===== src/rtl/flexka_recursion_ctrl_if.sv =====
// Bundle of command, status and stack-node signals for flexka_recursion_ctrl.
// The master modport is the sequencer's side. The slave modport is the side of
// the job source, the leaf/combine engines and the stack node.
// The stat_* signals exist only when FLEXKA_RCTRL_STATS_EN is defined.
interface flexka_recursion_ctrl_if #(
    parameter int SW = 16
);
    logic          start;
    logic [SW-1:0] job_size_a;
    logic [SW-1:0] job_size_b;
    logic          busy;
    logic          done;
    logic          error;
    logic          leaf_valid;
    logic          leaf_ready;
    logic [SW-1:0] leaf_size_a;
    logic [SW-1:0] leaf_size_b;
    logic          comb_valid;
    logic          comb_ready;
    logic [SW-1:0] comb_size_a;
    logic [SW-1:0] comb_size_b;
    logic          stk_push;
    logic          stk_pop;
    logic [SW-1:0] stk_size_a2;
    logic [SW-1:0] stk_size_b2;
    logic [SW-1:0] stk_top_a2;
    logic [SW-1:0] stk_top_b2;
    logic [SW-1:0] stk_depth;
`ifdef FLEXKA_RCTRL_STATS_EN
    logic [31:0]   stat_leaves;
    logic [SW-1:0] stat_max_depth;

    modport master (
        input  start, job_size_a, job_size_b, leaf_ready, comb_ready,
               stk_top_a2, stk_top_b2, stk_depth,
        output busy, done, error, leaf_valid, leaf_size_a, leaf_size_b,
               comb_valid, comb_size_a, comb_size_b, stk_push, stk_pop,
               stk_size_a2, stk_size_b2, stat_leaves, stat_max_depth
    );
    modport slave (
        output start, job_size_a, job_size_b, leaf_ready, comb_ready,
               stk_top_a2, stk_top_b2, stk_depth,
        input  busy, done, error, leaf_valid, leaf_size_a, leaf_size_b,
               comb_valid, comb_size_a, comb_size_b, stk_push, stk_pop,
               stk_size_a2, stk_size_b2, stat_leaves, stat_max_depth
    );
`else
    modport master (
        input  start, job_size_a, job_size_b, leaf_ready, comb_ready,
               stk_top_a2, stk_top_b2, stk_depth,
        output busy, done, error, leaf_valid, leaf_size_a, leaf_size_b,
               comb_valid, comb_size_a, comb_size_b, stk_push, stk_pop,
               stk_size_a2, stk_size_b2
    );
    modport slave (
        output start, job_size_a, job_size_b, leaf_ready, comb_ready,
               stk_top_a2, stk_top_b2, stk_depth,
        input  busy, done, error, leaf_valid, leaf_size_a, leaf_size_b,
               comb_valid, comb_size_a, comb_size_b, stk_push, stk_pop,
               stk_size_a2, stk_size_b2
    );
`endif
endinterface


===== src/rtl/flexka_recursion_ctrl.sv =====
// Karatsuba recursion sequencer.
// Walks one job's recursion tree depth-first and emits leaf and combine
// commands. Parent frame sizes live in the external stack node. The child
// phase of each parent frame is kept locally in phase_stack_q, indexed by the
// stack depth.
// Optional statistics outputs are enabled by defining FLEXKA_RCTRL_STATS_EN.
module flexka_recursion_ctrl #(
    parameter int SW        = 16,
    parameter int BASE_SIZE = 4,
    parameter int MAX_DEPTH = 16
) (
    input  logic                           clk,
    input  logic                           rstn,
    flexka_recursion_ctrl_if.master        bus
);
    localparam int DW = (MAX_DEPTH > 1) ? $clog2(MAX_DEPTH) : 1;

    typedef enum logic [2:0] {
        IDLE, ROOTLEAF, EVAL, LEAF, PUSH, COMBINE, POP, RESTORE
    } state_t;

    state_t        state_q;
    logic [SW-1:0] cur_a_q, cur_b_q;
    logic [1:0]    phase_q;
    logic [1:0]    phase_stack_q [2**DW];
    logic          busy_q, done_q, error_q;
    logic          leaf_valid_q, comb_valid_q, stk_push_q, stk_pop_q;
    logic [SW-1:0] leaf_a_q, leaf_b_q, comb_a_q, comb_b_q;

    logic [SW-1:0] half_a, half_b, low_a, low_b;
    logic [SW-1:0] child_a, child_b;
    logic          child_zero, child_leaf, root_leaf;
    logic [DW-1:0] depth_idx;

    assign depth_idx = bus.stk_depth[DW-1:0];
    assign root_leaf = (bus.job_size_a <= SW'(BASE_SIZE)) &&
                       (bus.job_size_b <= SW'(BASE_SIZE));

    // Child sizes of the current frame for the current phase.
    always_comb begin
        half_a  = cur_a_q >> 1;
        half_b  = cur_b_q >> 1;
        low_a   = cur_a_q - half_a;
        low_b   = cur_b_q - half_b;
        child_a = '0;
        child_b = '0;
        unique case (phase_q)
            2'd0:    begin child_a = low_a;           child_b = low_b;           end
            2'd1:    begin child_a = half_a;          child_b = half_b;          end
            2'd2:    begin child_a = low_a + SW'(1);  child_b = low_b + SW'(1);  end
            default: begin child_a = '0;              child_b = '0;              end
        endcase
        child_zero = (child_a == '0) || (child_b == '0);
        child_leaf = (child_a <= SW'(BASE_SIZE)) && (child_b <= SW'(BASE_SIZE));
    end

    // Sequencer FSM. Every output is a register, loaded on the transition into
    // the state that presents it.
    always_ff @(posedge clk) begin
        if (!rstn) begin
            state_q      <= IDLE;
            cur_a_q      <= '0;
            cur_b_q      <= '0;
            phase_q      <= '0;
            // NOTE: phase_stack_q is cleared explicitly. An entry is only read
            // after it was written, but a defined reset image keeps
            // simulation and silicon identical after an aborted job.
            for (int i = 0; i < 2**DW; i++) phase_stack_q[i] <= '0;
            busy_q       <= 1'b0;
            done_q       <= 1'b0;
            error_q      <= 1'b0;
            leaf_valid_q <= 1'b0;
            comb_valid_q <= 1'b0;
            stk_push_q   <= 1'b0;
            stk_pop_q    <= 1'b0;
            leaf_a_q     <= '0;
            leaf_b_q     <= '0;
            comb_a_q     <= '0;
            comb_b_q     <= '0;
        end else begin
            // NOTE: done_q defaults low every cycle, so each assignment of 1
            // below gives a single-cycle pulse.
            done_q <= 1'b0;
            unique case (state_q)
                IDLE: begin
                    if (bus.start) begin
                        cur_a_q <= bus.job_size_a;
                        cur_b_q <= bus.job_size_b;
                        phase_q <= '0;
                        error_q <= 1'b0;
                        busy_q  <= 1'b1;
                        if (root_leaf) begin
                            leaf_valid_q <= 1'b1;
                            leaf_a_q     <= bus.job_size_a;
                            leaf_b_q     <= bus.job_size_b;
                            state_q      <= ROOTLEAF;
                        end else begin
                            state_q <= EVAL;
                        end
                    end
                end
                ROOTLEAF: begin
                    if (bus.leaf_ready) begin
                        leaf_valid_q <= 1'b0;
                        done_q       <= 1'b1;
                        busy_q       <= 1'b0;
                        state_q      <= IDLE;
                    end
                end
                EVAL: begin
                    if (phase_q == 2'd3) begin
                        comb_valid_q <= 1'b1;
                        comb_a_q     <= cur_a_q;
                        comb_b_q     <= cur_b_q;
                        state_q      <= COMBINE;
                    end else if (child_zero) begin
                        // Empty high half (x = 1): nothing to compute.
                        phase_q <= phase_q + 2'd1;
                    end else if (child_leaf) begin
                        leaf_valid_q <= 1'b1;
                        leaf_a_q     <= child_a;
                        leaf_b_q     <= child_b;
                        state_q      <= LEAF;
                    end else begin
                        // Depth is stable until the push, so it is safe to
                        // decide the push here.
                        stk_push_q <= (bus.stk_depth != SW'(MAX_DEPTH));
                        state_q    <= PUSH;
                    end
                end
                LEAF: begin
                    if (bus.leaf_ready) begin
                        leaf_valid_q <= 1'b0;
                        phase_q      <= phase_q + 2'd1;
                        state_q      <= EVAL;
                    end
                end
                PUSH: begin
                    stk_push_q <= 1'b0;
                    if (!stk_push_q) begin
                        error_q <= 1'b1;
                        busy_q  <= 1'b0;
                        state_q <= IDLE;
                    end else begin
                        phase_stack_q[depth_idx] <= phase_q;
                        cur_a_q <= child_a;
                        cur_b_q <= child_b;
                        phase_q <= '0;
                        state_q <= EVAL;
                    end
                end
                COMBINE: begin
                    if (bus.comb_ready) begin
                        comb_valid_q <= 1'b0;
                        if (bus.stk_depth == '0) begin
                            done_q  <= 1'b1;
                            busy_q  <= 1'b0;
                            state_q <= IDLE;
                        end else begin
                            stk_pop_q <= 1'b1;
                            state_q   <= POP;
                        end
                    end
                end
                POP: begin
                    stk_pop_q <= 1'b0;
                    state_q   <= RESTORE;
                end
                RESTORE: begin
                    // The stack node has registered the parent sizes on the
                    // pop edge, and the depth now indexes the parent's phase.
                    cur_a_q <= bus.stk_top_a2;
                    cur_b_q <= bus.stk_top_b2;
                    phase_q <= phase_stack_q[depth_idx] + 2'd1;
                    state_q <= EVAL;
                end
                default: state_q <= IDLE;
            endcase
        end
    end

    assign bus.busy        = busy_q;
    assign bus.done        = done_q;
    assign bus.error       = error_q;
    assign bus.leaf_valid  = leaf_valid_q;
    assign bus.leaf_size_a = leaf_a_q;
    assign bus.leaf_size_b = leaf_b_q;
    assign bus.comb_valid  = comb_valid_q;
    assign bus.comb_size_a = comb_a_q;
    assign bus.comb_size_b = comb_b_q;
    assign bus.stk_push    = stk_push_q;
    assign bus.stk_pop     = stk_pop_q;
    assign bus.stk_size_a2 = cur_a_q;
    assign bus.stk_size_b2 = cur_b_q;

`ifdef FLEXKA_RCTRL_STATS_EN
    logic [31:0]   stat_leaves_q;
    logic [SW-1:0] stat_max_depth_q;
    logic [SW-1:0] depth_after_push;

    assign depth_after_push = bus.stk_depth + SW'(1);

    // Job statistics: leaf handshakes and peak stack depth.
    always_ff @(posedge clk) begin
        if (!rstn) begin
            stat_leaves_q    <= '0;
            stat_max_depth_q <= '0;
        end else if (state_q == IDLE && bus.start) begin
            stat_leaves_q    <= '0;
            stat_max_depth_q <= '0;
        end else begin
            if (leaf_valid_q && bus.leaf_ready) stat_leaves_q <= stat_leaves_q + 32'd1;
            if (stk_push_q && depth_after_push > stat_max_depth_q)
                stat_max_depth_q <= depth_after_push;
        end
    end

    assign bus.stat_leaves    = stat_leaves_q;
    assign bus.stat_max_depth = stat_max_depth_q;
`endif
endmodule


===== src/flat_wrapper.sv =====
// flat-port wrapper written by rule: the top's interface ports become plain ports
module flexka_recursion_ctrl_flat 
#(
    parameter int SW        = 16,
    parameter int BASE_SIZE = 4,
    parameter int MAX_DEPTH = 16
)
  (clk, rstn, bus_start, bus_job_size_a, bus_job_size_b, bus_leaf_ready, bus_comb_ready, bus_stk_top_a2, bus_stk_top_b2, bus_stk_depth, bus_busy, bus_done, bus_error, bus_leaf_valid, bus_leaf_size_a, bus_leaf_size_b, bus_comb_valid, bus_comb_size_a, bus_comb_size_b, bus_stk_push, bus_stk_pop, bus_stk_size_a2, bus_stk_size_b2);
  flexka_recursion_ctrl_if #(.SW(SW)) bus_i ();
  input  logic clk;
  input  logic rstn;
  input wire logic [$bits(bus_i.start)-1:0] bus_start;
  input wire logic [$bits(bus_i.job_size_a)-1:0] bus_job_size_a;
  input wire logic [$bits(bus_i.job_size_b)-1:0] bus_job_size_b;
  input wire logic [$bits(bus_i.leaf_ready)-1:0] bus_leaf_ready;
  input wire logic [$bits(bus_i.comb_ready)-1:0] bus_comb_ready;
  input wire logic [$bits(bus_i.stk_top_a2)-1:0] bus_stk_top_a2;
  input wire logic [$bits(bus_i.stk_top_b2)-1:0] bus_stk_top_b2;
  input wire logic [$bits(bus_i.stk_depth)-1:0] bus_stk_depth;
  output wire logic [$bits(bus_i.busy)-1:0] bus_busy;
  output wire logic [$bits(bus_i.done)-1:0] bus_done;
  output wire logic [$bits(bus_i.error)-1:0] bus_error;
  output wire logic [$bits(bus_i.leaf_valid)-1:0] bus_leaf_valid;
  output wire logic [$bits(bus_i.leaf_size_a)-1:0] bus_leaf_size_a;
  output wire logic [$bits(bus_i.leaf_size_b)-1:0] bus_leaf_size_b;
  output wire logic [$bits(bus_i.comb_valid)-1:0] bus_comb_valid;
  output wire logic [$bits(bus_i.comb_size_a)-1:0] bus_comb_size_a;
  output wire logic [$bits(bus_i.comb_size_b)-1:0] bus_comb_size_b;
  output wire logic [$bits(bus_i.stk_push)-1:0] bus_stk_push;
  output wire logic [$bits(bus_i.stk_pop)-1:0] bus_stk_pop;
  output wire logic [$bits(bus_i.stk_size_a2)-1:0] bus_stk_size_a2;
  output wire logic [$bits(bus_i.stk_size_b2)-1:0] bus_stk_size_b2;
  assign bus_i.start = bus_start;
  assign bus_i.job_size_a = bus_job_size_a;
  assign bus_i.job_size_b = bus_job_size_b;
  assign bus_i.leaf_ready = bus_leaf_ready;
  assign bus_i.comb_ready = bus_comb_ready;
  assign bus_i.stk_top_a2 = bus_stk_top_a2;
  assign bus_i.stk_top_b2 = bus_stk_top_b2;
  assign bus_i.stk_depth = bus_stk_depth;
  assign bus_busy = bus_i.busy;
  assign bus_done = bus_i.done;
  assign bus_error = bus_i.error;
  assign bus_leaf_valid = bus_i.leaf_valid;
  assign bus_leaf_size_a = bus_i.leaf_size_a;
  assign bus_leaf_size_b = bus_i.leaf_size_b;
  assign bus_comb_valid = bus_i.comb_valid;
  assign bus_comb_size_a = bus_i.comb_size_a;
  assign bus_comb_size_b = bus_i.comb_size_b;
  assign bus_stk_push = bus_i.stk_push;
  assign bus_stk_pop = bus_i.stk_pop;
  assign bus_stk_size_a2 = bus_i.stk_size_a2;
  assign bus_stk_size_b2 = bus_i.stk_size_b2;
  flexka_recursion_ctrl #(.SW(SW), .BASE_SIZE(BASE_SIZE), .MAX_DEPTH(MAX_DEPTH)) u_core (.clk(clk), .rstn(rstn), .bus(bus_i));
endmodule

===== config.mk =====
export PLATFORM = sky130hd
export DESIGN_NAME = flexka_recursion_ctrl_flat
export DESIGN_NICKNAME = d
export VERILOG_FILES = /design/src/rtl/flexka_recursion_ctrl_if.sv /design/src/rtl/flexka_recursion_ctrl.sv /design/src/flat_wrapper.sv
export SDC_FILE = /design/constraint.sdc
export NUM_CORES = 1
export LEC_CHECK = 0
export ABC_AREA = 1
export CORE_MARGIN = 1.5
export CORE_UTILIZATION = 55
export CTS_BUF_LIST = sky130_fd_sc_hd__clkbuf_4
export CTS_CLUSTER_DIAMETER = 120
export CTS_CLUSTER_SIZE = 28
export DETAILED_ROUTE_END_ITERATION = 6
export PLACE_DENSITY = 0.94
export SLEW_MARGIN = 20
export SYNTH_ARGS = -nofsm -noshare
export SYNTH_HDL_FRONTEND = slang
export SYNTH_SLANG_ARGS = --single-unit
export TNS_END_PERCENT = 20

===== constraint.sdc =====
create_clock -name clk -period 3.9 [get_ports clk]
set_input_delay 0.585 -clock clk [delete_from_list [all_inputs] [get_ports clk]]
set_output_delay 0.585 -clock clk [all_outputs]
set_load 0.01 [all_outputs]

==> reports/metrics.cfg, run 1 <==
[timing]
maxSlewViolCount=0
finalSetupViolCount=0
min_period_ns=3.786
fin_ws_ns=0.1136
slew_headroom_pct=27.00
fin_crit_sh_pct=97.09
worstMarginPinSlew_ns=1.094
hold_viol=0
clock_skew_ns=0.03912
setup_tns_ns=0
max_freq_mhz=264.1

[grt]
busiest_layer=met2
first_global_vias=10340
groute.usage.overall_pct=37.26
grt_overflow=0
antenna_found_initial=1
met3_usage_pct=6.935
grtUsageMet2_pct=61.56
use_met1_pct=47.59
grt_pass1_wl_mm=54.02
grt_max_degree=87

[clock_network]
cts_buffer_depth=2
numCtsBuffers=17
cts_tree=done
cts_sinks=140
htree_num_levels=4
cts_hold_buffers=0
cts.clk_slew.worst_paths_ns=0.15
cts-root-buf=clkbuf_4
worstSkewPairLatency_ns=0.60

[worst_setup_path]
cpLargestDelayFamily=simple AND/OR/NAND/NOR gates
crit_slowest_cell=dfxtp_1
max_stage_delay_ns=0.56
cp-end-kind=flip-flop
cp.required_ns=4.41
worstPathMaxFanout=17
cp.arrival_ns=4.30
worstPathCellList=inv_1, ha_1, nand2_1, nor2_1, nand2_1, nand3_1, nand2_1, nand2_2, nand2_2, nor2_4, nor2_1, o21ai_1, nand3_1, or2_1, nor3_2, nand4_1, nand2_2, nand2_4, nand3_4, nand3_1, inv_1
crit_buf_inv=2
cp-start-kind=flip-flop
path_class=reg2reg

[yosys]
synth_fp_nets=1667
yosys.area_share.simple_pct=39.11
async_flop_share_pct=0
synth.area.mux_share_pct=0.5237
yosysWarnings=0
yosys_most_used_dff=dfxtp_1
netlist_instances=1548
ys_seq_area_share_pct=31.88
synth_edf_count=32
synth_xor_area_share_pct=0.1788
ys_types=51
ys_seq_elements=140
synth_area_leaders=dfxtp_1, nand2_1, edfxtp_1
synth_compound_area_share_pct=12.39
synthAdderAreaFrac_pct=4.496
netlist.area_leader.share_pct=22.07
synth_area_um2=9796
yosysTopAreaCell=dfxtp_1
avgSynthCellArea_um2=6.328
synth_top_family_by_area=simple AND/OR/NAND/NOR gates

[floorplanning]
fp.dieW_um=136.5
core_um2=17360
die-area_um2=18620
rows=48
io_pins=188
fp.dieH_um=136.5
initial_core_util_pct=56.44

[detailed_routing]
routed_wl_mm=35.01
vias=11580
wire_per_inst_um=17.66
drt_iter0_markers=1368
drc_errors=1
ant_nets=0
vias_per_cell=5.839
first_pass_iters=7

[power]
power_frac_seq_pct=18.2
p_leak_nw=5.744
swShare_pct=56.51
power.density_nw_per_um2=847.7
power_frac_clock_pct=9.7
switching_power_w=0.005977
p_int_w=0.004599
power.total_w=0.01058
p_comb_share_pct=72.1
peakVddDrop_v=0.0006063

[hold_path]
min_path_type=reg2reg

[placed_design]
dpl.hpwl_mm=26.06
gp_congestion=1.003
pre_cts_ws_ns=-0.04295
io_buffers=187

[final_layout]
layout.nets=1863
final_common_cell=nand2_1
final_cell_mix=nand2_1, inv_1, clkdlybuf4s50_1
multi_input_area_um2=5637
fill_cells=1399
syn_to_final_growth_pct=27.35
ff_latch_area_um2=3136
layout-drive-gt1-share_pct=8.708

[run]
max-cap-violations=0

[outcome]
violations=DRC
status=finished, violations left

cell usage after synthesis, types with 2 or more instances:
| library cell | instances |
|---|---|
| nand2_1 | 453 |
| inv_1 | 224 |
| nand3_1 | 176 |
| nor2_1 | 142 |
| dfxtp_1 | 108 |
| a21oi_1 | 59 |
| o21ai_0 | 59 |
| clkbuf_1 | 51 |
| edfxtp_1 | 32 |
| ha_1 | 32 |
| nand4_1 | 32 |
| a22oi_1 | 21 |
| a31oi_1 | 16 |
| a41oi_1 | 16 |
| nand2_2 | 16 |
| nor4_1 | 13 |
| o22ai_1 | 12 |
| nor2_2 | 9 |
| inv_2 | 8 |
| nor3_1 | 7 |
| and2_1 | 4 |
| clkinv_1 | 4 |
| mux2i_1 | 4 |
| nand3_2 | 4 |
| nand3b_1 | 4 |
| nor2_4 | 4 |
| a221oi_1 | 3 |
| buf_2 | 3 |
| nand2_4 | 3 |
| o211ai_1 | 3 |
| o221ai_1 | 3 |
| buf_4 | 2 |
| fa_1 | 2 |
| o21ai_1 | 2 |
per-stage QoR:
| step | instance area [um^2] | instances | hold slack [ns] | utilization [%] |
|---|---|---|---|---|
| final | 12470 | 1983 | 0.4671 | 71.87 |
| after global routing | 12470 | 1983 | 0.4824 | 71.87 |
| after CTS | 12360 | 1977 | 0.4691 | 71.24 |
| after detailed placement | 12050 | 1944 | 0.4482 | 69.43 |
| after global placement | 12050 | 1944 | 0.4419 | 69.43 |
| after floorplan | 9796 | 1548 | 0.4762 | - |
worst reg2reg max path: stages, from the launching register on:
cell and delay (ns):
dfxtp_1 0.56, inv_1 0.09, ha_1 0.41, nand2_1 0.08, nor2_1 0.15, nand2_1 0.11
nand3_1 0.14, nand2_1 0.08, nand2_2 0.13, nand2_2 0.10, nor2_4 0.21, nor2_1 0.06
o21ai_1 0.07, nand3_1 0.10, or2_1 0.27, nor3_2 0.18, nand4_1 0.22, nand2_2 0.16
nand2_4 0.13, nand3_4 0.23, nand3_1 0.15, inv_1 0.13
layer usage:
metal  vias up  wire length [um]
met1      5255             13480
met2       707             16600
li1       5485                 -
met5         -                 0
met4         0              1576
met3       131              3354
worst paths after layout:
| path | depth (start not counted) | end | start | slack (ns) |
|---|---|---|---|---|
| max | 21 | u_core.bus.leaf_size_b[3]$_SDFFE_PN0P_ | u_core.bus.stk_size_b2[3]$_SDFFE_PN0P_ | 0.11 |
| max reg2reg | 21 | u_core.bus.leaf_size_b[3]$_SDFFE_PN0P_ | u_core.bus.stk_size_b2[3]$_SDFFE_PN0P_ | 0.11 |
| min | 2 | u_core.bus.leaf_size_a[5]$_SDFFE_PN0P_ | u_core.bus.leaf_size_a[5]$_SDFFE_PN0P_ | 0.47 |
| min reg2reg | 2 | u_core.bus.leaf_size_a[5]$_SDFFE_PN0P_ | u_core.bus.leaf_size_a[5]$_SDFFE_PN0P_ | 0.47 |
cells by family after synthesis:
family / after synthesis
simple gates: 873
compound gates: 201
flops: 140
mux: 5
fa+ha+maj: 34
buf+inv: 293
xor+xnor: 2
layout make-up:
cell class	instances	share of cell area [%]
diodes	1	0.02006
repair buffers	232	17.87
clock inverters	15	1.404
flip-flops and latches	140	25.14
inverters	236	7.101
multi-input cells	1117	45.19
clock buffers	17	1.023
well taps	225	2.257
power by group through the flow:
stage | Clock [W] | Sequential, W | Combinational, W
2_1_floorplan | 0 | 0.00194 | 0.00505
5_1_grt | 0.00109 | 0.00194 | 0.00842
3_5_place_dp | 0 | 0.00193 | 0.00722
6_report | 0.00103 | 0.00193 | 0.00762
4_1_cts | 0.00102 | 0.00190 | 0.00727
3_3_place_gp | 0 | 0.00192 | 0.00711
sequential cells by signal (all words and copies together), names as in the netlist, 2 cells and up:
| signal | flops |
|---|---|
| u_core.bus.comb_size_a | 16 |
| u_core.bus.comb_size_b | 16 |
| u_core.bus.leaf_size_a | 16 |
| u_core.bus.leaf_size_b | 16 |
| u_core.bus.stk_size_a2 | 16 |
| u_core.bus.stk_size_b2 | 16 |
| u_core.phase_q | 2 |
| u_core.phase_stack_q | 32 |
| u_core.state_q | 3 |
what timing repair did:
action                     4_1_cts  5_1_grt
setup endpoints to repair       18       39
gates resized for setup          0       22
pin swaps                        0        5
gates cloned                     1        1
buffers inserted                 0        4
No activity file was read; power rests on OpenSTA's default activity.
==> run 2, diff against run 1 <==
--- a/config.mk
+++ b/config.mk
@@ -7,12 +7,13 @@
 export LEC_CHECK = 0
 export ABC_AREA = 1
 export CORE_MARGIN = 1.5
-export CORE_UTILIZATION = 55
+export CORE_UTILIZATION = 59
 export CTS_BUF_LIST = sky130_fd_sc_hd__clkbuf_4
 export CTS_CLUSTER_DIAMETER = 120
 export CTS_CLUSTER_SIZE = 28
 export DETAILED_ROUTE_END_ITERATION = 6
-export PLACE_DENSITY = 0.94
+export MAX_ROUTING_LAYER = met4
+export PLACE_DENSITY = 0.95
 export SLEW_MARGIN = 20
 export SYNTH_ARGS = -nofsm -noshare
 export SYNTH_HDL_FRONTEND = slang
==> constraint.sdc (replaced) <==
create_clock -name clk -period 4.7 [get_ports clk]
set_input_delay 0.705 -clock clk [delete_from_list [all_inputs] [get_ports clk]]
set_output_delay 0.705 -clock clk [all_outputs]
set_load 0.01 [all_outputs]
==> reports/metrics.cfg, run 2 (synthesis gave the netlist of run 1 again) <==
[worst_setup_path]
path_class=reg2reg  ; unchanged
cp.required_ns=5.17  ; was 4.41 ns
cp-start-kind=flip-flop  ; unchanged
cp_common_cell=nand2_1
worstPathCellList=ha_1, inv_1, fa_1, nand3_1, nand2_2, nand2_1, nand2_1, nand2_1, nand2_1, inv_2, nand2_1, nor2_2, nand4_1, nand3b_1, nand2_1, nand3b_1, nor2_4, nand2_1, nand2_2, nand2_4, nand3_4, nand2_1, nand2_1, nor2_2  ; was inv_1, ha_1, nand2_1, nor2_1, nand2_1, nand3_1, nand2_1, nand2_2, nand2_2, nor2_4, nor2_1, o21ai_1, nand3_1, or2_1, nor3_2, nand4_1, nand2_2, nand2_4, nand3_4, nand3_1, inv_1
worstPathMaxFanout=34  ; was 17
max_stage_delay_ns=0.51  ; was 0.56 ns
cp.arrival_ns=4.41  ; was 4.30 ns
crit_slowest_cell=dfxtp_1  ; unchanged
cp-end-kind=flip-flop  ; unchanged

[floorplanning]
core_um2=16060  ; was 17360 um^2
fp.dieW_um=131.9  ; was 136.5 um
die-area_um2=17380  ; was 18620 um^2
initial_core_util_pct=61.00  ; was 56.44%
io_pins=188  ; unchanged
fp.dieH_um=131.9  ; was 136.5 um
rows=46  ; was 48

[timing]
min_period_ns=3.941  ; was 3.786 ns
max_freq_mhz=253.8  ; was 264.1 MHz
maxSlewViolCount=0  ; unchanged
hold_viol=0  ; unchanged
slew_headroom_pct=22.76  ; was 27.00%
fin_crit_sh_pct=83.84  ; was 97.09%
finalSetupViolCount=0  ; unchanged
rsz0062_at_grt=no
setup_tns_ns=0  ; unchanged
worstMarginPinSlew_ns=1.157  ; was 1.094 ns
clock_skew_ns=0.02978  ; was 0.03912 ns

[outcome]
violations=DRC  ; unchanged
status=finished, violations left  ; unchanged

[power]
power.density_nw_per_um2=692.1  ; was 847.7 nW/um^2
peakVddDrop_v=0.0004467  ; was 0.0006063 V
swShare_pct=57.84  ; was 56.51%
power.total_w=0.008365  ; was 0.01058 W
power_frac_seq_pct=19.6  ; was 18.2%
p_int_w=0.003527  ; was 0.004599 W
switching_power_w=0.004838  ; was 0.005977 W
p_leak_nw=5.561  ; was 5.744 nW
p_comb_share_pct=71.6  ; was 72.1%
power_frac_clock_pct=8.8  ; was 9.7%

[detailed_routing]
routed_wl_mm=34.43  ; was 35.01 mm
first_pass_iters=7  ; unchanged
vias_per_cell=5.885  ; was 5.839
ant_nets=0  ; unchanged
vias=11440  ; was 11580
drt_iter0_markers=1209  ; was 1368
wire_per_inst_um=17.72  ; was 17.66 um
drc_errors=6  ; was 1

[grt]
grt_max_degree=87  ; unchanged
antenna_found_initial=1  ; unchanged
first_global_vias=10400  ; was 10340
groute.usage.overall_pct=40.23  ; was 37.26%
grt_pass1_wl_mm=54.19  ; was 54.02 mm
grt_overflow=0  ; unchanged

[clock_network]
htree_num_levels=4  ; unchanged
postCtsSetupRepairBufs=0  ; unchanged
cts.clk_slew.worst_paths_ns=0.14  ; was 0.15 ns
numCtsBuffers=17  ; unchanged
cts_sinks=140  ; unchanged
cts_resized=0  ; unchanged
cts_tree=done  ; unchanged
cts_buffer_depth=2  ; unchanged
cts_hold_buffers=0  ; unchanged
cts-root-buf=clkbuf_4  ; unchanged
worstSkewPairLatency_ns=0.58  ; was 0.60 ns

[final_layout]
post-route-util_pct=75.26  ; was 71.87%
finalNonFillerCells=1943  ; was 1983
layout-drive-gt1-share_pct=5.910  ; was 8.708%
largest_reg_flops=32  ; unchanged
final_cell_mix=nand2_1, inv_1, clkdlybuf4s50_1  ; unchanged
syn_to_final_growth_pct=23.37  ; was 27.35%
layout.nets=1833  ; was 1863
multi_input_area_um2=5574  ; was 5637 um^2
ff_latch_area_um2=3123  ; was 3136 um^2
final_common_cell=nand2_1  ; unchanged
fill_cells=1263  ; was 1399
regMostFlops=u_core.phase_stack_q  ; unchanged

[run]
max-cap-violations=0  ; unchanged

[placed_design]
dp_cells=1911  ; was 1944
dpl.hpwl_mm=25.93  ; was 26.06 mm
io_buffers=187  ; unchanged
gp_congestion=1.002  ; was 1.003

[hold_path]
min_path_type=reg2reg  ; unchanged

## run 2: changes by cell type in the layout (fill, tap and decap cells not counted), moves of 2 or more
cell / previous run / this run
buf_4: 43 / 17
dfxtp_1: 100 / 108
dfxtp_2: 7 / 0
nor2_1: 134 / 141
nor2_2: 16 / 9
inv_8: 5 / 1
inv_4: 0 / 3
nand3_2: 7 / 4
buf_12: 2 / 0
clkinv_8: 2 / 0
nand3_1: 174 / 176
## run 2: per-stage QoR
step           cell area [um^2]  setup WS, ns  hold WS [ns]
2_1_floorplan              9796         1.440        0.4762
3_3_place_gp              11850        0.5880        0.4418
6_report                  12090        0.7594        0.4663
4_1_cts                   12080        0.7998        0.4670
5_1_grt                   12090        0.4215        0.4824
3_5_place_dp              11850        0.5966        0.4473
## run 2: layer usage
layer | vias to the layer above | GRT usage (%) | part of all wire (%)
met2 | 723 | 65.79 | 47
met1 | 5168 | 48.22 | 38
met5 | - | - | 0
met4 | 0 | 17.16 | 4.7
met3 | 120 | 8.266 | 10
li1 | 5424 | - | -
## run 2: power by group through the flow
stage | Sequential, W | Combinational, W | Clock (W)
6_report | 0.00164 | 0.00599 | 0.000734
5_1_grt | 0.00165 | 0.00668 | 0.000779
4_1_cts | 0.00163 | 0.00584 | 0.000730
3_5_place_dp | 0.00165 | 0.00582 | 0
3_3_place_gp | 0.00165 | 0.00574 | 0
2_1_floorplan | 0.00161 | 0.00419 | 0
## run 2: path summary, 6_finish.rpt
check                                                       startpoint                                      to  slack, ns  cells past startpoint
worst min-delay path            u_core.bus.leaf_size_b[7]$_SDFFE_PN0P_  u_core.bus.leaf_size_b[7]$_SDFFE_PN0P_       0.47                      2
worst max register to register  u_core.bus.stk_size_a2[1]$_SDFFE_PN0P_  u_core.bus.leaf_size_b[0]$_SDFFE_PN0P_       0.76                     24
worst max-delay path            u_core.bus.stk_size_a2[1]$_SDFFE_PN0P_  u_core.bus.leaf_size_b[0]$_SDFFE_PN0P_       0.76                     24
worst min register to register  u_core.bus.leaf_size_b[7]$_SDFFE_PN0P_  u_core.bus.leaf_size_b[7]$_SDFFE_PN0P_       0.47                      2
## run 2: cell type report
type / instances / share of cell area (%)
Tap cell: 216 / 2.236
Inverter: 236 / 7.330
Antenna cell: 1 / 0.02071
Clock buffer: 17 / 1.056
Timing Repair Buffer: 204 / 16.50
Clock inverter: 14 / 0.8904
Sequential cell: 140 / 25.84
Multi-Input combinational cell: 1115 / 46.12
## run 2: critical path, delay by kind of cell (launching register included)
| kind | cells | cell delay [ns] |
|---|---|---|
| adders and majority gates | 2 | 0.66 |
| buffers and inverters | 2 | 0.21 |
| and+or+nand+nor | 20 | 2.46 |
| DFF | 1 | 0.51 |
==> run 3, diff against run 2 <==
--- a/config.mk
+++ b/config.mk
@@ -7,13 +7,13 @@
 export LEC_CHECK = 0
 export ABC_AREA = 1
 export CORE_MARGIN = 1.5
-export CORE_UTILIZATION = 59
+export CORE_UTILIZATION = 55
 export CTS_BUF_LIST = sky130_fd_sc_hd__clkbuf_4
 export CTS_CLUSTER_DIAMETER = 120
 export CTS_CLUSTER_SIZE = 28
 export DETAILED_ROUTE_END_ITERATION = 6
 export MAX_ROUTING_LAYER = met4
-export PLACE_DENSITY = 0.95
+export PLACE_DENSITY = 0.94
 export SLEW_MARGIN = 20
 export SYNTH_ARGS = -nofsm -noshare
 export SYNTH_HDL_FRONTEND = slang
==> constraint.sdc (replaced) <==
create_clock -name clk -period 3.98 [get_ports clk]
set_input_delay 0.597 -clock clk [delete_from_list [all_inputs] [get_ports clk]]
set_output_delay 0.597 -clock clk [all_outputs]
set_load 0.01 [all_outputs]
==> reports/metrics.cfg, run 3 (synthesis gave the netlist of run 1 again) <==
[outcome]
status=finished, violations left  ; unchanged
violations=DRC  ; unchanged

[worst_setup_path]
crit_buf_inv=3  ; was 2
worstPathCellList=inv_1, ha_1, nand2_1, nand2_1, inv_2, nand2_2, nand2_1, nand3_1, nand2_1, nand2_1, nand2_1, nor2_2, nand3_1, nand2_1, nand2_1, o21ai_1, nand3b_1, nor2_4, nand2_1, nand2_2, nand2_4, nand3_4, nand3_1, inv_1  ; was ha_1, inv_1, fa_1, nand3_1, nand2_2, nand2_1, nand2_1, nand2_1, nand2_1, inv_2, nand2_1, nor2_2, nand4_1, nand3b_1, nand2_1, nand3b_1, nor2_4, nand2_1, nand2_2, nand2_4, nand3_4, nand2_1, nand2_1, nor2_2
path_class=reg2reg  ; unchanged
cpLargestDelayFamily=simple AND/OR/NAND/NOR gates  ; unchanged
max_stage_delay_ns=0.53  ; was 0.51 ns
cp-start-kind=flip-flop  ; unchanged
crit_slowest_cell=dfxtp_1  ; unchanged
cp.required_ns=4.49  ; was 5.17 ns
cp_common_cell=nand2_1  ; unchanged
worstPathMaxFanout=17  ; was 34
cp-end-kind=flip-flop  ; unchanged
cp.arrival_ns=4.30  ; was 4.41 ns

[power]
swShare_pct=57.21  ; was 57.84%
p_comb_share_pct=72.5  ; was 71.6%
p_int_w=0.004285  ; was 0.003527 W
p_leak_nw=5.648  ; was 5.561 nW
power_frac_clock_pct=8.5  ; was 8.8%
peakVddDrop_v=0.0005695  ; was 0.0004467 V
switching_power_w=0.005728  ; was 0.004838 W
power_frac_seq_pct=19.0  ; was 19.6%
power.density_nw_per_um2=816.1  ; was 692.1 nW/um^2

[final_layout]
fill_cells=1466  ; was 1263
regMostFlops=u_core.phase_stack_q  ; unchanged
syn_to_final_growth_pct=25.25  ; was 23.37%
final_common_cell=nand2_1  ; unchanged
final_cell_mix=nand2_1, inv_1, clkdlybuf4s50_1  ; unchanged
finalNonFillerCells=1968  ; was 1943
layout-drive-gt1-share_pct=7.061  ; was 5.910%
largest_reg_flops=32  ; unchanged
layout.nets=1849  ; was 1833
post-route-util_pct=70.69  ; was 75.26%

[timing]
min_period_ns=3.795  ; was 3.941 ns
fin_crit_sh_pct=95.35  ; was 83.84%
max_freq_mhz=263.5  ; was 253.8 MHz
maxSlewViolCount=0  ; unchanged
fin_ws_ns=0.1852  ; was 0.7594 ns
slew_headroom_pct=28.78  ; was 22.76%
hold_viol=0  ; unchanged
clock_skew_ns=0.04251  ; was 0.02978 ns
fin_hold_ws_ns=0.4642  ; was 0.4663 ns
finalSetupViolCount=0  ; unchanged
worstMarginPinSlew_ns=1.067  ; was 1.157 ns

[floorplanning]
io_pins=188  ; unchanged
fp.dieW_um=136.5  ; was 131.9 um
initial_core_util_pct=56.44  ; was 61.00%
rows=48  ; was 46
die-area_um2=18620  ; was 17380 um^2
core_um2=17360  ; was 16060 um^2
fp.dieH_um=136.5  ; was 131.9 um

[placed_design]
dp_cells=1934  ; was 1911
io_buffers=187  ; unchanged
dpl.hpwl_mm=25.35  ; was 25.93 mm
gp_congestion=1.053  ; was 1.002
pre_cts_ws_ns=0.1083  ; was 0.5966 ns

[clock_network]
cts_sinks=140  ; unchanged
cts_tree=done  ; unchanged
postCtsSetupRepairBufs=0  ; unchanged
htree_num_levels=4  ; unchanged
cts_resized=0  ; unchanged
cts_hold_buffers=0  ; unchanged
cts_buffer_depth=2  ; unchanged
numCtsBuffers=17  ; unchanged
worstSkewPairLatency_ns=0.58  ; about the same
cts.clk_slew.worst_paths_ns=0.13  ; was 0.14 ns
cts-root-buf=clkbuf_4  ; unchanged

[detailed_routing]
ant_nets=0  ; unchanged
first_pass_iters=7  ; unchanged
wire_per_inst_um=17.14  ; was 17.72 um
vias=11390  ; was 11440
routed_wl_mm=33.74  ; was 34.43 mm
vias_per_cell=5.785  ; was 5.885
drt_iter0_markers=1222  ; was 1209
drc_errors=2  ; was 6

[grt]
first_global_vias=10330  ; was 10400
grt_pass1_wl_mm=51.87  ; was 54.19 mm
groute.usage.overall_pct=36.84  ; was 40.23%
grt_max_degree=87  ; unchanged
antenna_found_initial=1  ; unchanged
grt_overflow=0  ; unchanged

[run]
max-cap-violations=0  ; unchanged

[hold_path]
min_path_type=reg2reg  ; unchanged

run 3: cell count changes in the layout (fill, tap and decap cells not counted), moves of 2 or more:
| cell | change |
|---|---|
| clkinv_4 | +2 |
| dfxtp_1 | -5 |
| nor2_1 | -2 |
| inv_4 | -2 |
| nand3_4 | +2 |
| buf_4 | +13 |
| dfxtp_2 | +5 |
run 3: worst paths after layout:
| check | from | slack, ns | end | depth (start not counted) |
|---|---|---|---|---|
| worst min register to register | u_core.bus.leaf_size_a[5]$_SDFFE_PN0P_ | 0.46 | u_core.bus.leaf_size_a[5]$_SDFFE_PN0P_ | 2 |
| worst max-delay path | u_core.bus.stk_size_a2[3]$_SDFFE_PN0P_ | 0.19 | u_core.bus.leaf_size_b[9]$_SDFFE_PN0P_ | 24 |
| worst min-delay path | u_core.bus.leaf_size_a[5]$_SDFFE_PN0P_ | 0.46 | u_core.bus.leaf_size_a[5]$_SDFFE_PN0P_ | 2 |
| worst max register to register | u_core.bus.stk_size_a2[3]$_SDFFE_PN0P_ | 0.19 | u_core.bus.leaf_size_b[9]$_SDFFE_PN0P_ | 24 |
run 3: tightest hold or removal path: stages (launching register included):
cell	delay, ns
dfxtp_1	0.33
nand3_1	0.07
inv_1	0.03
run 3: cell type report:
| class | count | area [um^2] | share of cell area, % |
|---|---|---|---|
| multi-input combinational | 1117 | 5619 | 45.80 |
| sequential | 140 | 3129 | 25.50 |
| timing repair buffer | 218 | 2112 | 17.21 |
| inverter | 236 | 885.9 | 7.220 |
| tap | 225 | 281.5 | 2.295 |
| clock buffer | 17 | 127.6 | 1.040 |
| clock inverter | 14 | 111.4 | 0.9076 |
| antenna | 1 | 2.502 | 0.02040 |
run 3: power by group through the flow:
| stage | combinational, W | sequential (W) | clock [W] |
|---|---|---|---|
| 2_1_floorplan | 0.00495 | 0.00190 | 0 |
| 3_3_place_gp | 0.00682 | 0.00190 | 0 |
| 3_5_place_dp | 0.00697 | 0.00191 | 0 |
| 4_1_cts | 0.00701 | 0.00188 | 0.000848 |
| 5_1_grt | 0.00804 | 0.00191 | 0.000907 |
| 6_report | 0.00726 | 0.00190 | 0.000855 |
run 3: per-stage QoR:
stage                     area [um^2]  TNS [ns]  total power (W)
after floorplan                  9796         0         0.006851
after global placement          11980         0         0.008727
after detailed placement        11980         0         0.008881
after CTS                       12220         0         0.009736
after global routing            12270   -0.1792          0.01086
final                           12270         0          0.01001
run 3: routing by layer:
layer | part of all wire, % | GRT usage [%] | wire length (um)
met3 | 9.9 | 6.898 | 3350
met4 | 3.9 | 15.90 | 1317
met5 | 0 | - | 0
met1 | 39 | 44.83 | 13180
met2 | 47 | 59.68 | 15890
